===== src/rtl/mul_seq_if.sv =====
// rtl/mul_seq_if.sv - shared-ALU borrow bus between the multiply sequencer and the arbiter/ALU
interface mul_seq_if #(
  parameter int WORDSIZE  = 64,
  parameter int SHAMTSIZE = 6,
  parameter int ALUOPSIZE = 6
);
  logic                 req;
  logic                 gnt;
  logic [WORDSIZE-1:0]  a;
  logic [WORDSIZE-1:0]  b;
  logic [SHAMTSIZE-1:0] shamt;
  logic [ALUOPSIZE-1:0] op;
  logic [WORDSIZE-1:0]  res;

  modport master (output req, a, b, shamt, op, input gnt, res);
  modport slave  (input req, a, b, shamt, op, output gnt, res);
endinterface


===== src/rtl/mul_seq.sv =====
// rtl/mul_seq.sv - shift-and-add MUL sequencer that borrows the shared ALU
// Only P/M/Q are added; every add and shift goes through the granted ALU.
module mul_seq #(
  parameter int WORDSIZE  = 64,
  parameter int SHAMTSIZE = 6,
  parameter int ALUOPSIZE = 6
) (
  input  logic                clk,
  input  logic                rst_n,
  input  logic                start,
  input  logic [WORDSIZE-1:0] op_a,
  input  logic [WORDSIZE-1:0] op_b,
  output logic                busy,
  output logic                done,
  output logic [WORDSIZE-1:0] result,
  mul_seq_if.master           alu
);

  localparam logic [1:0] ALUOP_ADD = 2'b00;
  localparam logic [1:0] ALUOP_ORR = 2'b10;
  // {inv_a, inv_b, shift, shl, op}
  localparam logic [ALUOPSIZE-1:0] OP_ADD = ALUOPSIZE'({4'b0000, ALUOP_ADD});
  localparam logic [ALUOPSIZE-1:0] OP_SHL = ALUOPSIZE'({4'b0011, ALUOP_ORR});

  typedef enum logic [1:0] {IDLE, STEP, SHIFT, DONE} state_t;

  state_t state, state_nxt;
  logic [WORDSIZE-1:0] p, m, q;

  logic                 req;
  logic [WORDSIZE-1:0]  a_out, b_out;
  logic [SHAMTSIZE-1:0] shamt_out;
  logic [ALUOPSIZE-1:0] op_out;
  logic                 load_p, shift_m;

  always_comb begin
    state_nxt = state;
    req       = 1'b0;
    a_out     = '0;
    b_out     = '0;
    shamt_out = '0;
    op_out    = '0;
    load_p    = 1'b0;
    shift_m   = 1'b0;
    case (state)
      IDLE: begin
        if (start) state_nxt = STEP;
      end
      STEP: begin
        if (q == '0) begin
          state_nxt = DONE;
        end else if (q[0]) begin
          req    = 1'b1;
          a_out  = p;
          b_out  = m;
          op_out = OP_ADD;
          if (alu.gnt) begin
            load_p    = 1'b1;
            state_nxt = SHIFT;
          end
        end else begin
          state_nxt = SHIFT;
        end
      end
      SHIFT: begin
        req       = 1'b1;
        a_out     = m;
        shamt_out = SHAMTSIZE'(1);
        op_out    = OP_SHL;
        if (alu.gnt) begin
          shift_m   = 1'b1;
          state_nxt = STEP;
        end
      end
      DONE: begin
        state_nxt = IDLE;
      end
      default: state_nxt = IDLE;
    endcase
  end

  always_ff @(posedge clk) begin
    if (!rst_n) begin
      state  <= IDLE;
      p      <= '0;
      m      <= '0;
      q      <= '0;
      result <= '0;
    end else begin
      state <= state_nxt;
      if (state == IDLE && start) begin
        m <= op_a;
        q <= op_b;
        p <= '0;
      end
      if (load_p) p <= alu.res;
      if (shift_m) begin
        m <= alu.res;
        q <= q >> 1;
      end
      // Latch on the edge into DONE so result is already valid while done is high.
      if (state == STEP && q == '0) result <= p;
    end
  end

  assign busy      = (state != IDLE);
  assign done      = (state == DONE);
  assign alu.req   = req;
  assign alu.a     = a_out;
  assign alu.b     = b_out;
  assign alu.shamt = shamt_out;
  assign alu.op    = op_out;

endmodule


===== src/flat_wrapper.sv =====
// flat-port wrapper written by rule: the top's interface ports become plain ports
module mul_seq_flat 
#(
  parameter int WORDSIZE  = 64,
  parameter int SHAMTSIZE = 6,
  parameter int ALUOPSIZE = 6
)
  (clk, rst_n, start, op_a, op_b, busy, done, result, alu_req, alu_a, alu_b, alu_shamt, alu_op, alu_gnt, alu_res);
  mul_seq_if #(.WORDSIZE(WORDSIZE), .SHAMTSIZE(SHAMTSIZE), .ALUOPSIZE(ALUOPSIZE)) alu_i ();
  input  logic clk;
  input  logic rst_n;
  input  logic start;
  input  logic [WORDSIZE-1:0] op_a;
  input  logic [WORDSIZE-1:0] op_b;
  output logic busy;
  output logic done;
  output logic [WORDSIZE-1:0] result;
  output wire logic [$bits(alu_i.req)-1:0] alu_req;
  output wire logic [$bits(alu_i.a)-1:0] alu_a;
  output wire logic [$bits(alu_i.b)-1:0] alu_b;
  output wire logic [$bits(alu_i.shamt)-1:0] alu_shamt;
  output wire logic [$bits(alu_i.op)-1:0] alu_op;
  input wire logic [$bits(alu_i.gnt)-1:0] alu_gnt;
  input wire logic [$bits(alu_i.res)-1:0] alu_res;
  assign alu_req = alu_i.req;
  assign alu_a = alu_i.a;
  assign alu_b = alu_i.b;
  assign alu_shamt = alu_i.shamt;
  assign alu_op = alu_i.op;
  assign alu_i.gnt = alu_gnt;
  assign alu_i.res = alu_res;
  mul_seq #(.WORDSIZE(WORDSIZE), .SHAMTSIZE(SHAMTSIZE), .ALUOPSIZE(ALUOPSIZE)) u_core (.clk(clk), .rst_n(rst_n), .start(start), .op_a(op_a), .op_b(op_b), .busy(busy), .done(done), .result(result), .alu(alu_i));
endmodule

===== config.mk =====
export PLATFORM = sky130hd
export DESIGN_NAME = mul_seq_flat
export DESIGN_NICKNAME = d
export VERILOG_FILES = /design/src/rtl/mul_seq_if.sv /design/src/rtl/mul_seq.sv /design/src/flat_wrapper.sv
export SDC_FILE = /design/constraint.sdc
export NUM_CORES = 1
export LEC_CHECK = 0
export ABC_AREA = 1
export BUFFER_PORTS_ARGS = -buffer_cell sky130_fd_sc_hd__buf_2
export CAP_MARGIN = 10
export CELL_PAD_IN_SITES_DETAIL_PLACEMENT = 0
export CELL_PAD_IN_SITES_GLOBAL_PLACEMENT = 1
export CORE_ASPECT_RATIO = 1.4
export CORE_UTILIZATION = 35
export DETAILED_ROUTE_END_ITERATION = 8
export GPL_TIMING_DRIVEN = 0
export PLACE_DENSITY_LB_ADDON = 0.1
export SETUP_SLACK_MARGIN = 0.05
export SKIP_CTS_REPAIR_TIMING = 1
export SYNTH_ARGS = -nofsm -noshare
export SYNTH_HDL_FRONTEND = slang
export SYNTH_SLANG_ARGS = --single-unit
export TNS_END_PERCENT = 30

===== constraint.sdc =====
create_clock -name clk -period 2.3 [get_ports clk]
set_clock_uncertainty 0.15 [all_clocks]
set_input_delay 0.23 -clock clk [delete_from_list [all_inputs] [get_ports clk]]
set_output_delay 0.23 -clock clk [all_outputs]
set_load 0.01 [all_outputs]

==> run metrics <==
Clk pwr share=27.8%; max cap viols=0; final setup fails=79; CP Max Fanout=5; CP Launch Point=u_core.state[1]; CTS tree=built; I/O pin total=approximately 400; RSZ-0062 raised after global routing=true; R2R Setup Slk=between 150 and 200 ps; first-pass GRT wire length=71100 um; Combinational Power Share=around 37%; GP Congestion=about 0.9; Iter 0 DRT Violations=693; failing checks=negative setup slack; status=finished with violations; filler cell count=~3300; vias in the first global route=12810; Slew HR=37.5%; Synth Register Bits=~260; Hold WC Path Type=in -> reg; H-Tree Depth=1; TritonCTS buffer count=28; Worst Path Buf+Inv=5; cell area after synthesis=between 10000 and 15000 um^2; NetSw=around 0.0066 W; Net count, final=approximately 2600; Worst path max stage delay=between 300 and 400 ps; crit path max-delay cell type=dfxtp_4; GR Overflow Total=0; Hold Crit Endpoint=u_core.state[1]; Worst-path clk slew=60 ps; Placed Area=about 15000 um^2; WL per Instance=between 15 and 20 um; Final Worst Setup Slack=-74.2 ps; Vias=around 14000; CP arrival=about 2000 ps; worst slew pin tran=roughly 940 ps; cell mode on critical path=nand2_4; CP Class=reg -> out; CTS Buffer Depth=3; Leakage=8.66 nW; CP Cell Sequence=inv_4 -> ha_4 -> nand2_4 -> inv_8 -> clkbuf_16 -> buf_12 -> nand2_4 -> a21oi_2 -> buf_2; Port-buffer cells=a little under 400; root buffer cell=clkbuf_16; antenna-violating nets left=0; part of the cycle the worst path needs=103%; Design Area, Final=around 19000 um^2; row count=about 80; library cells used by synthesis=20; Yosys warning count=0; commonest non-fill, non-tap cell in the layout=buf_2; drt total wl=approximately 50000 um; largest net degree at the start of global routing=14; Post-DP HPWL=35700 um; Clk Latency, worst-skew pair=about 560 ps; Sequential Power Share=between 30% and 40%; synthesized area per cell=6.92 um^2; Worst R2R Path Depth=8; Initial Util=35.8%; r2r endpoint=u_core.m[57]; Crit path max-delay family=buffers and inverters; CP Launch Type=register; Core Footprint=33500 um^2; most frequent cells in the layout=buf_2, nor2_1, dfxtp_1; DRC=0; maximum vdd ir drop=0.697 mV; die area=between 30000 and 40000 um^2; minimum clock period=roughly 2400 ps; initial antenna violation count=4; vias per cell=4.96; CTS sink count=about 260; Net Sw Frac=approximately two fifths; drt pass-1 iters=5; Slew Limit Fails=0; RR Startpoint=u_core.state[1]; sequential area share after synthesis=43.1%; GRT Overall Usage=26.3%; fin cells=between 2000 and 3000; hold path depth=3; power density over the cells=between 900 and 1000 nW/um^2; Die Wd=between 150 and 200 um; die span in y=roughly 220 um; hold wc startpoint=alu_gnt; Internal Power=around 0.011 W; maximum clock frequency=0.421 GHz; synthesized instance count=around 1700; DP Cell Count=2578; fraction of layout instances using a drive strength above 1=around 27%; Area Overhead vs Synth=55.6%; Crit. End Element=output port; critical path required time=between 1500 and 2000 ps; final hold vios=0
flip-flops by register name, indices dropped and copies added (netlist names):
name	cells
u_core.m	64
u_core.p	64
u_core.q	64
u_core.result	64
u_core.state	2
power by group through the flow:
stage / sequential [W] / clock, W / combinational (W)
6_report: 0.00613 / 0.00483 / 0.00642
4_1_cts: 0.00606 / 0.00492 / 0.00502
3_5_place_dp: 0.00616 / 0 / 0.00499
3_3_place_gp: 0.00614 / 0 / 0.00496
5_1_grt: 0.00623 / 0.00511 / 0.00706
2_1_floorplan: 0.00595 / 0 / 0.00331
cells in the mapped netlist:
cell type / n / area [um^2]
o211ai_1: 1 / 7.51
nor4_1: 1 / 6.26
buf_6: 5 / 56.3
buf_1: 10 / 37.5
ha_1: 4 / 50.1
buf_2: 30 / 150
nand3b_1: 1 / 7.51
a21oi_1: 133 / 666
buf_4: 11 / 82.6
inv_1: 139 / 522
o221ai_1: 126 / 1100
dfxtp_1: 258 / 5160
nand3_1: 130 / 651
or2_2: 1 / 6.26
o21ai_0: 3 / 15.0
nor3_1: 126 / 631
nand2_1: 283 / 1060
nor2_1: 362 / 1360
clkbuf_1: 107 / 402
conb_1: 1 / 3.75
area by class of cell:
cell class / count / area [um^2] / area share (%)
Multi-Input combinational cell: 1179 / 6150 / 33.0
Sequential cell: 258 / 5170 / 27.7
Timing Repair Buffer: 603 / 4200 / 22.5
Buffer: 163 / 1020 / 5.48
Clock buffer: 43 / 888 / 4.76
Tap cell: 445 / 557 / 2.99
Inverter: 139 / 534 / 2.87
Clock inverter: 9 / 113 / 0.604
Antenna cell: 4 / 10.0 / 0.0537
worst max-delay path by stage:
stage                     end  cells past startpoint
floorplan            alu_a[0]                      6
global placement    alu_a[61]                      7
detailed placement  alu_a[56]                      7
CTS                 alu_a[56]                      7
global route         alu_a[9]                      9
finish              alu_a[14]                      9
worst min-delay path, delay by kind of cell:
family          cells  cell delay, ps
compound gates      2             320
buf+inv             1             140
kinds of logic (layout without fill, tap and decap cells):
group                      after synthesis  count (layout)  synth area share, %
DFF                                    258             258                 43.1
buffers and inverters                  302             957                 10.4
and+or+nand+nor                        904             904                 31.1
adders and majority gates                4               4                0.418
AOI/OAI and AO/OA                      263             263                 15.0
other                                    1              12               0.0313
through the flow:
| step | hold WS (ps) | setup TNS [ps] | utilization [%] | worst slack (ps) | power (W) |
|---|---|---|---|---|---|
| 5_1_grt | 95.8 | -9100 | 55.6 | -145 | 0.0184 |
| 4_1_cts | -270 | -139580 | 46.4 | -1170 | 0.0160 |
| 3_3_place_gp | 311 | -55260 | 43.4 | -584 | 0.0111 |
| 6_report | 32.1 | -1680 | 55.6 | -74.2 | 0.0174 |
| 2_1_floorplan | 222 | 0 | - | 344 | 0.00926 |
| 3_5_place_dp | 314 | -63150 | 43.4 | -558 | 0.0111 |
metal layers:
layer,up-vias,wire (um),GRT usage [%]
met5,-,0,0
met4,0,1600,9.55
met3,105,2970,5.91
met2,437,25200,46.1
met1,6550,19900,30.7
li1,7023,-,-
No activity file was read; power rests on OpenSTA's default activity.
